===== config.mk =====
export PLATFORM = sky130hd
export DESIGN_NAME = bcd_serial_subtractor_flat
export DESIGN_NICKNAME = d
export VERILOG_FILES = /design/src/rtl/bcd_serial_subtractor_pkg.sv /design/src/rtl/bcd_serial_subtractor_if.sv /design/src/rtl/bcd_serial_subtractor_digit_cell.sv /design/src/rtl/bcd_serial_subtractor.sv /design/src/flat_wrapper.sv
export SDC_FILE = /design/constraint.sdc
export NUM_CORES = 1
export LEC_CHECK = 0
export CAP_MARGIN = 20
export CORE_MARGIN = 2
export CORE_UTILIZATION = 45
export DETAILED_ROUTE_END_ITERATION = 6
export PLACE_DENSITY_LB_ADDON = 0.2
export SLEW_MARGIN = 20
export SYNTH_ARGS = -nofsm -noshare
export SYNTH_HDL_FRONTEND = slang
export SYNTH_HIERARCHICAL = 1
export SYNTH_SLANG_ARGS = --single-unit

===== constraint.sdc =====
create_clock -name clk -period 4.9 [get_ports clk]
set_clock_uncertainty 0.2 [all_clocks]
set_input_delay 0.98 -clock clk [delete_from_list [all_inputs] [get_ports clk]]
set_output_delay 0.98 -clock clk [all_outputs]
set_load 0.005 [all_outputs]

===== src/rtl/bcd_serial_subtractor_pkg.sv =====
// Shared definitions for the digit-serial BCD subtractor: digit width,
// FSM state encoding and small per-digit helper functions.
package bcd_pkg;

   localparam int BCD_W = 4;
   localparam logic [BCD_W-1:0] BCD_NINE = 4'd9;

   typedef enum logic [1:0] {
      IDLE = 2'd0,
      SUB  = 2'd1,
      CORR = 2'd2,
      DONE = 2'd3
   } sub_state_t;

   // Nine's complement of a single BCD digit.
   function automatic logic [BCD_W-1:0] nines_comp(input logic [BCD_W-1:0] digit);
      return BCD_NINE - digit;
   endfunction

   // True when the nibble is a legal BCD digit (0..9).
   function automatic logic is_bcd_digit(input logic [BCD_W-1:0] digit);
      return (digit <= BCD_NINE);
   endfunction

endpackage


===== src/rtl/bcd_serial_subtractor_if.sv =====
// Request/result bundle of the BCD serial subtractor.
// master drives the operands and start; slave returns the handshake and result.
interface bcd_serial_subtractor_if #(
   parameter int DIGITS = 4
) ();
   logic                  start;
   logic [4*DIGITS-1:0]   a;
   logic [4*DIGITS-1:0]   b;
   logic                  ready;
   logic                  done;
   logic [4*DIGITS-1:0]   diff;
   logic                  neg;
   logic                  err;

   modport master (
      output start, a, b,
      input  ready, done, diff, neg, err
   );

   modport slave (
      input  start, a, b,
      output ready, done, diff, neg, err
   );
endinterface


===== src/rtl/bcd_serial_subtractor_digit_cell.sv =====
// Single-digit decimal adder: d/cout = x + y + cin with the usual +6
// correction when the binary sum leaves the 0..9 range.
module bcd_digit_cell
   import bcd_pkg::*;
(
   input  logic [BCD_W-1:0] x,
   input  logic [BCD_W-1:0] y,
   input  logic             cin,
   output logic [BCD_W-1:0] d,
   output logic             cout
);

   logic [BCD_W:0] sum_s;

   // Binary add, then fold sums above nine back into a decimal digit.
   always_comb begin
      sum_s = {1'b0, x} + {1'b0, y} + {4'b0000, cin};
      if (sum_s > 5'd9) begin
         d    = sum_s[BCD_W-1:0] + 4'd6;
         cout = 1'b1;
      end else begin
         d    = sum_s[BCD_W-1:0];
         cout = 1'b0;
      end
   end

endmodule


===== src/rtl/bcd_serial_subtractor.sv =====
// Digit-serial BCD subtractor producing |A-B| in sign-magnitude form.
// One digit per clock, LSD first, as A + 9c(B) + 1; a negative result is
// turned into its magnitude by a second ten's-complement pass (CORR).
// Optional macro BCD_SUB_DIGIT_CHECK_EN: reject operands holding a digit
// above nine, finishing at once with err=1, diff=0, neg=0.
module bcd_serial_subtractor
   import bcd_pkg::*;
#(
   parameter int DIGITS = 4
) (
   input  logic                    clk,
   input  logic                    reset,
   bcd_serial_subtractor_if.slave  bus
);

   localparam int W     = BCD_W * DIGITS;
   localparam int IDX_W = (DIGITS > 1) ? $clog2(DIGITS) : 1;

   sub_state_t          state_r;
   sub_state_t          state_nxt_s;
   logic [W-1:0]        a_r;
   logic [W-1:0]        b_r;
   logic [W-1:0]        diff_r;
   logic [IDX_W-1:0]    idx_r;
   logic                carry_r;
   logic                neg_r;
   logic                ready_r;
   logic                done_r;
   logic [BCD_W-1:0]    cell_x_s;
   logic [BCD_W-1:0]    cell_y_s;
   logic [BCD_W-1:0]    cell_d_s;
   logic                cell_cout_s;
   logic                last_s;
   logic                invalid_s;

   assign last_s = (idx_r == IDX_W'(DIGITS - 1));

`ifdef BCD_SUB_DIGIT_CHECK_EN
   logic err_r;

   // Flag any non-decimal nibble on the incoming operands.
   always_comb begin
      invalid_s = 1'b0;
      for (int i = 0; i < DIGITS; i++) begin
         if (!is_bcd_digit(bus.a[i*BCD_W +: BCD_W]) || !is_bcd_digit(bus.b[i*BCD_W +: BCD_W])) begin
            invalid_s = 1'b1;
         end else begin
            invalid_s = invalid_s;
         end
      end
   end

   assign bus.err = err_r;
`else
   assign invalid_s = 1'b0;
   assign bus.err   = 1'b0;
`endif

   // Operand mux: SUB adds a + 9c(b); CORR adds 0 + 9c(diff).
   always_comb begin
      if (state_r == CORR) begin
         cell_x_s = 4'd0;
         cell_y_s = nines_comp(diff_r[idx_r*BCD_W +: BCD_W]);
      end else begin
         cell_x_s = a_r[idx_r*BCD_W +: BCD_W];
         cell_y_s = nines_comp(b_r[idx_r*BCD_W +: BCD_W]);
      end
   end

   bcd_digit_cell u_cell (
      .x    (cell_x_s),
      .y    (cell_y_s),
      .cin  (carry_r),
      .d    (cell_d_s),
      .cout (cell_cout_s)
   );

   // Next-state logic of the IDLE/SUB/CORR/DONE sequencer.
   always_comb begin
      state_nxt_s = state_r;
      case (state_r)
         IDLE: begin
            if (bus.start) begin
               state_nxt_s = invalid_s ? DONE : SUB;
            end else begin
               state_nxt_s = IDLE;
            end
         end
         SUB: begin
            if (last_s) begin
               state_nxt_s = cell_cout_s ? DONE : CORR;
            end else begin
               state_nxt_s = SUB;
            end
         end
         CORR: begin
            if (last_s) begin
               state_nxt_s = DONE;
            end else begin
               state_nxt_s = CORR;
            end
         end
         DONE:    state_nxt_s = IDLE;
         default: state_nxt_s = IDLE;
      endcase
   end

   // State register.
   always_ff @(posedge clk or posedge reset) begin
      if (reset) begin
         state_r <= IDLE;
      end else begin
         state_r <= state_nxt_s;
      end
   end

   // Handshake outputs registered from the next state.
   always_ff @(posedge clk or posedge reset) begin
      if (reset) begin
         ready_r <= 1'b1;
         done_r  <= 1'b0;
      end else begin
         ready_r <= (state_nxt_s == IDLE);
         done_r  <= (state_nxt_s == DONE);
      end
   end

   // Operand latch, digit index, carry chain and result registers.
   always_ff @(posedge clk or posedge reset) begin
      if (reset) begin
         a_r     <= '0;
         b_r     <= '0;
         diff_r  <= '0;
         idx_r   <= '0;
         carry_r <= 1'b0;
         neg_r   <= 1'b0;
`ifdef BCD_SUB_DIGIT_CHECK_EN
         err_r   <= 1'b0;
`endif
      end else begin
         case (state_r)
            IDLE: begin
               if (bus.start) begin
                  a_r     <= bus.a;
                  b_r     <= bus.b;
                  idx_r   <= '0;
                  carry_r <= 1'b1;
`ifdef BCD_SUB_DIGIT_CHECK_EN
                  err_r   <= invalid_s;
                  if (invalid_s) begin
                     diff_r <= '0;
                     neg_r  <= 1'b0;
                  end
`endif
               end
            end
            SUB: begin
               diff_r[idx_r*BCD_W +: BCD_W] <= cell_d_s;
               if (last_s) begin
                  idx_r   <= '0;
                  // No borrow-free carry out means A < B: redo as ten's complement.
                  carry_r <= cell_cout_s ? 1'b0 : 1'b1;
                  neg_r   <= ~cell_cout_s;
               end else begin
                  idx_r   <= idx_r + IDX_W'(1);
                  carry_r <= cell_cout_s;
               end
            end
            CORR: begin
               diff_r[idx_r*BCD_W +: BCD_W] <= cell_d_s;
               if (last_s) begin
                  idx_r   <= '0;
                  carry_r <= 1'b0;
               end else begin
                  idx_r   <= idx_r + IDX_W'(1);
                  carry_r <= cell_cout_s;
               end
            end
            DONE: begin
               idx_r <= '0;
            end
            default: begin
               idx_r <= '0;
            end
         endcase
      end
   end

   assign bus.ready = ready_r;
   assign bus.done  = done_r;
   assign bus.diff  = diff_r;
   assign bus.neg   = neg_r;

endmodule


===== src/flat_wrapper.sv =====
// flat-port wrapper written by rule: the top's interface ports become plain ports
module bcd_serial_subtractor_flat import bcd_pkg::*;
#(
   parameter int DIGITS = 4
)
  (clk, reset, bus_start, bus_a, bus_b, bus_ready, bus_done, bus_diff, bus_neg, bus_err);
  bcd_serial_subtractor_if #(.DIGITS(DIGITS)) bus_i ();
  input  logic clk;
  input  logic reset;
  input wire logic [$bits(bus_i.start)-1:0] bus_start;
  input wire logic [$bits(bus_i.a)-1:0] bus_a;
  input wire logic [$bits(bus_i.b)-1:0] bus_b;
  output wire logic [$bits(bus_i.ready)-1:0] bus_ready;
  output wire logic [$bits(bus_i.done)-1:0] bus_done;
  output wire logic [$bits(bus_i.diff)-1:0] bus_diff;
  output wire logic [$bits(bus_i.neg)-1:0] bus_neg;
  output wire logic [$bits(bus_i.err)-1:0] bus_err;
  assign bus_i.start = bus_start;
  assign bus_i.a = bus_a;
  assign bus_i.b = bus_b;
  assign bus_ready = bus_i.ready;
  assign bus_done = bus_i.done;
  assign bus_diff = bus_i.diff;
  assign bus_neg = bus_i.neg;
  assign bus_err = bus_i.err;
  bcd_serial_subtractor #(.DIGITS(DIGITS)) u_core (.clk(clk), .reset(reset), .bus(bus_i));
endmodule

* Yosys cells after proc, flatten, opt, wreduce, memory -nomap -nowiden
Index checks and enable logic that the tools add are counted.
** Word-level totals
- Output and inout bits :: 20
- Register bits after elaboration :: 56
- Bits of input ports :: 35
- Logic and storage cells :: 54
** Operators by class
- $add $sub $neg :: 7
- Eq/ne operators :: 6
- Order comparisons :: 1
- Shifts and indexed selects :: 5
- Muxes and demuxes :: 18
- Bitwise logic cells :: 1
- Reductions and logical operators :: 7
** Operators by type and width (number)
- variable part select 16 x 5 -> 4 bit :: 3
- negator 4 -> 34 bit :: 1
- variable shift 4 x 34 -> 16 bit, first input constant :: 1
- variable part select 4 x 34 -> 16 bit :: 1
- bitwise mux 16 bit :: 1
- 2-to-1 mux 4 bit :: 3
- == test 2 bit, second input constant :: 4
- 2-to-1 mux 1 bit :: 8
- one-hot mux 2 bit (4 select lines) :: 1
- subtractor 4 bit, first input constant :: 2
- 2-to-1 mux 2 bit :: 3
- one-hot mux 2 bit (3 select lines) :: 1
- AND reduction 2 bit :: 3
- adder 4 x 4 -> 5 bit :: 1
- adder 5 x 1 -> 5 bit :: 1
- > comparator 5 x 4 -> 1 bit, second input constant :: 1
- adder 4 x 3 -> 4 bit, second input constant :: 1
- zero test 2 bit :: 2
- one-hot mux 1 bit (3 select lines) :: 1
- nonzero test 3 bit :: 1
- adder 2 x 1 -> 2 bit, second input constant :: 1
- == test 2 x 1 -> 1 bit, second input constant :: 1
- inequality test 2 bit, second input constant :: 1
- OR reduction 2 bit :: 1
- inverter 1 bit :: 1

* Logic depth before layout (Yosys ltp)
- Depth in word-level cells :: 11
- Gate-level depth with buffers :: 14
- Depth with buffers taken out :: 13

* Cells and area by module
Netlist, hierarchy kept.
** Modules (own cells, without submodules)
- bcd_serial_subtractor :: times used 1, seq. area each 1402.6 um2, cells each 197, area each 2742.6 um2
- bcd_digit_cell :: times used 1, seq. area each 0.0 um2, cells each 22, area each 211.5 um2

* Worst setup path before layout
OpenSTA, ideal clock, no wires.
- Kind :: register -> register
- Start point :: register u_core.idx_r[0]
- End point :: register u_core.carry_r
- Data required time :: 4635 ps
- Arrival :: 3840 ps
- Setup slack :: 795 ps
- Clock period less this slack :: 4105 ps
- Path buffers :: 2
- Setup time :: 65 ps
- Cell stages (with the launch flop) :: 15
- Cells stage by stage :: dfrtp_1 -> buf_6 -> buf_6 -> mux4_2 -> nor2b_1 -> fa_1 -> fa_1 -> xnor2_1 -> ha_1 -> a31o_1 -> o31ai_4 -> ha_1 -> nand2b_1 -> a31oi_1 -> o221a_2
** On the way
- Elaborated cells on any way between the ends :: 16
- Those cells by class :: 4 x add/sub; 1 x order compare; 1 x eq/ne; 3 x shift; 7 x mux
** RTL lines
- start, declared :: line bcd_serial_subtractor.sv:24 : logic [IDX_W-1:0] idx_r;
- start signal, assigned :: line bcd_serial_subtractor.sv:165 : idx_r <= idx_r + IDX_W'(1);
- start signal, assigned :: line bcd_serial_subtractor.sv:175 : idx_r <= idx_r + IDX_W'(1);
- variable part select 16 x 5 -> 4 bit (*) :: line bcd_serial_subtractor.sv:65 : cell_x_s = a_r[idx_r*BCD_W +: BCD_W];
- 2-to-1 mux 4 bit (*) :: line bcd_serial_subtractor.sv:61 : if (state_r == CORR) begin
- net u_core.cell_x_s[0] :: line bcd_serial_subtractor.sv:29 : logic [BCD_W-1:0] cell_x_s;
- adder 4 x 4 -> 5 bit (*) :: line bcd_serial_subtractor_digit_cell.sv:17 : sum_s = {1'b0, x} + {1'b0, y} + {4'b0000, cin};
- adder 5 x 1 -> 5 bit (*) :: line bcd_serial_subtractor_digit_cell.sv:17
- > comparator 5 x 4 -> 1 bit (*) :: line bcd_serial_subtractor_digit_cell.sv:18 : if (sum_s > 5'd9) begin
- 2-to-1 mux 1 bit (*) :: line bcd_serial_subtractor_digit_cell.sv:18
- net u_core.cell_cout_s :: line bcd_serial_subtractor.sv:32 : logic cell_cout_s;
- 2-to-1 mux 1 bit :: line bcd_serial_subtractor.sv:162 : carry_r <= cell_cout_s ? 1'b0 : 1'b1;
- 2-to-1 mux 1 bit :: line bcd_serial_subtractor.sv:159 : if (last_s) begin
- one-hot mux 1 bit (3 select lines) (*) :: line bcd_serial_subtractor.sv:141 : case (state_r)
- end signal, assigned :: line bcd_serial_subtractor.sv:162
- end signal, assigned :: line bcd_serial_subtractor.sv:166 : carry_r <= cell_cout_s;
- end signal, assigned :: line bcd_serial_subtractor.sv:176 : carry_r <= cell_cout_s;
- end, declared :: line bcd_serial_subtractor.sv:25 : logic carry_r;
The timed path passes the listed nets; every way through them passes the cells marked *.
A chain may end at the register's enable or synchronous reset.

* Worst setup path in the final report
- Start point :: register u_core.idx_r[1]
- End point :: register u_core.carry_r
The elaborated chain is that of the path after synthesis.

==> impl_metrics.py <==
metrics = {
    "cells_and_area": {
        "antennaDiodeCount": 0,
        "nNetsFinal": 327,
        "instances_no_fill": 352,
        "syn2layout_area_growth_pct": 23.3,
        "nFillCells": 525,
        "drive_gt1_share_pct": 23.3,
    },
    "clock_network": {
        "numCtsBuffers": 5,
        "cts_resized": 0,
        "clkSinkCount": 56,
        "h-tree-depth": 2,
        "cts.clk_slew.worst_paths_ps": 100,
        "cts_tree": "yes",
        "cts-root-buf": "clkbuf_8",
        "insertion_delay_ps": 310,
        "cts.path.max_buffers": 2,
        "postCtsHoldBufs": 0,
        "cts_setup_buffers": 0,
    },
    "die": {
        "fp-row-count": 29,
        "coreArea_um2": 6350,
        "die_h_um": 85.0,
        "start_util_pct": 46.5,
        "num_io_pins": 55,
        "die_area_um2": 7230,
        "fp.dieW_um": 85.0,
    },
    "global_routing": {
        "overflow": 0,
        "grt_pass1_wl_um": 9920,
        "grt_pass1_vias": 1933,
        "grt_util_all_layers_pct": 17.4,
        "antenna_found_initial": 0,
        "grt_max_degree": 57,
    },
    "drt": {
        "drc": 0,
        "ant_nets": 0,
        "first_pass_iters": 4,
        "drt-total-wl_um": 5700,
        "first_iter_violations": 120,
        "vias_per_cell": 5.48,
        "routed_wire_length_per_instance_um": 16.2,
        "route.vias.total": 1928,
    },
    "timing": {
        "slew_viol_final": 0,
        "rsz0062_at_grt": "false",
        "max_slew_margin_pct": 55.7,
        "final_hold_viol_count": 0,
        "clock.fmax_ghz": 0.239,
        "setup_tns_ps": 0,
        "setup_violations": 0,
        "min_period_over_period_pct": 85.5,
        "fin_crit_ps": 4190,
        "worst_pin_slew_ps": 665,
        "whs_ps": 292,
    },
    "placed_design": {
        "dp_cells": 344,
        "hpwlAfterDp_um": 4390,
        "io_buffers": 53,
        "place_congestion": 0.867,
    },
    "worst_setup_path": {
        "timing.reg2reg.setup_slack_ps": 710,
        "critPathKind": "reg -> reg",
        "cp-end-kind": "flop",
        "cp.required_ps": 4950,
        "crit_arrival_ps": 4240,
        "crit_path_max_fanout": 15,
        "r2r-start": "u_core/idx_r[1]$_DFFE_PP0P_",
        "reg2reg_to": "u_core/carry_r$_DFFE_PP0P_",
        "r2r_cells": 12,
        "start_kind": "flop",
    },
    "hold_path": {
        "min_path_cells": 2,
        "hp-start": "u_core/bus.neg$_DFFE_PP0P_",
        "hold_path_class": "reg -> reg",
        "worst_hold_path.endpoint": "u_core/bus.neg$_DFFE_PP0P_",
    },
    "yosys": {
        "netlist_top_cells_count": "dfrtp_1 (55), mux2_2 (32), ha_1 (16)",
        "ys_seq_elements": 56,
        "ys.flop_type": "dfrtp_1",
        "synthArstFlopShare_pct": 100,
        "netlist_instances": 219,
        "synth_cell_types": 40,
        "yosys-top-cells-area": "dfrtp_1 (47%), mux2_2 (12%), mux4_2 (8.4%)",
        "yosysWarningCount": 6,
        "synth_edf_count": 0,
        "syn_area_um2": 2950,
        "syn-num-nets": 272,
        "synth.avg_cell_area_um2": 13.5,
        "synth_top_area_share_pct": 46.6,
        "post-synth-top-count-cell": "dfrtp_1",
        "yosysTopAreaCell": "dfrtp_1",
        "yosysSeqAreaShare_pct": 47.5,
    },
    "flow_run": {
        "drv_cap": 0,
    },
    "status": {
        "status": "completed",
    },
}
[final cells by class]
cell class | count | area, um^2 | share of cell area [%]
Inverter | 10 | 37.5 | 1.03
Sequential cell | 56 | 1400 | 38.5
Clock inverter | 3 | 23.8 | 0.652
Multi-Input combinational cell | 144 | 1450 | 39.9
Tap cell | 77 | 96.3 | 2.64
Clock buffer | 5 | 68.8 | 1.89
Timing Repair Buffer | 57 | 561 | 15.4
[worst max path at each step]
stage,from,to,cells after the start
after floorplan,u_core/idx_r[0]$_DFFE_PP0P_,u_core/carry_r$_DFFE_PP0P_,14
after global placement,u_core/idx_r[0]$_DFFE_PP0P_,u_core/carry_r$_DFFE_PP0P_,13
after detailed placement,u_core/idx_r[0]$_DFFE_PP0P_,u_core/carry_r$_DFFE_PP0P_,13
after CTS,u_core/idx_r[0]$_DFFE_PP0P_,u_core/carry_r$_DFFE_PP0P_,13
after global routing,u_core/idx_r[0]$_DFFE_PP0P_,u_core/carry_r$_DFFE_PP0P_,13
final,u_core/idx_r[1]$_DFFE_PP0P_,u_core/carry_r$_DFFE_PP0P_,12
[cells by family after synthesis]
family / count (synthesis) / share of synthesized area, %
buffers and inverters: 19 / 3.30
adder cells (fa/ha/maj): 18 / 8.13
flip-flops: 56 / 47.5
AO/OA/AOI/OAI: 32 / 8.68
multiplexers: 51 / 23.3
other: 1 / 0.127
XOR/XNOR: 3 / 0.890
AND/OR/NAND/NOR: 39 / 8.09
[critical path: stages, from the launching register on]
cell,delay [ps]
dfrtp_1,720
mux4_2,380
nor2b_1,160
fa_1,450
fa_1,420
xnor2_1,180
ha_1,240
a31o_1,230
o31ai_4,350
ha_1,280
nand2b_1,160
a31oi_1,160
o221a_2,190
[placed cells by master (no fill, tap or decap), types with 3 or more instances in the layout]
cell             count
mux2i_1              8
a22o_1              14
nand2b_1             4
a21oi_1              4
nor2b_1              6
ha_1                16
inv_1                8
nand2_1             14
nand3_1              3
xnor2_1              3
buf_4                4
o21ai_0              5
clkdlybuf4s50_1     53
mux4_2              11
mux2_2              32
clkbuf_8             5
dfrtp_1             55
[flip-flops by register name, summed over array words and instances (netlist names)]
signal and flops:
u_core/a_r 16, u_core/bus.ready 1, u_core/bus.neg 1, u_core/bus.done 1, u_core/b_r 16, u_core/idx_r 2
u_core/state_r 2, u_core/carry_r 1, u_core/bus.diff 16
[metal layers]
layer | up-vias | GRT usage, % | share of wire, %
met2 | 47 | 27.3 | 48
met4 | 0 | 3.46 | 0.42
met3 | 2 | 3.40 | 3.7
met1 | 961 | 25.4 | 48
met5 | - | 0 | 0
li1 | 918 | - | -
[per-stage QoR]
stage,util [%],cell area [um^2],setup slack (ps)
after global routing,57.4,3640,394
final,57.4,3640,713
after CTS,57.4,3640,687
after detailed placement,55.9,3550,723
after floorplan,-,2950,795
after global placement,55.9,3550,810
Power is not shown: default switching activity piles up to over one toggle a cycle in this logic, so the estimate is an artifact.
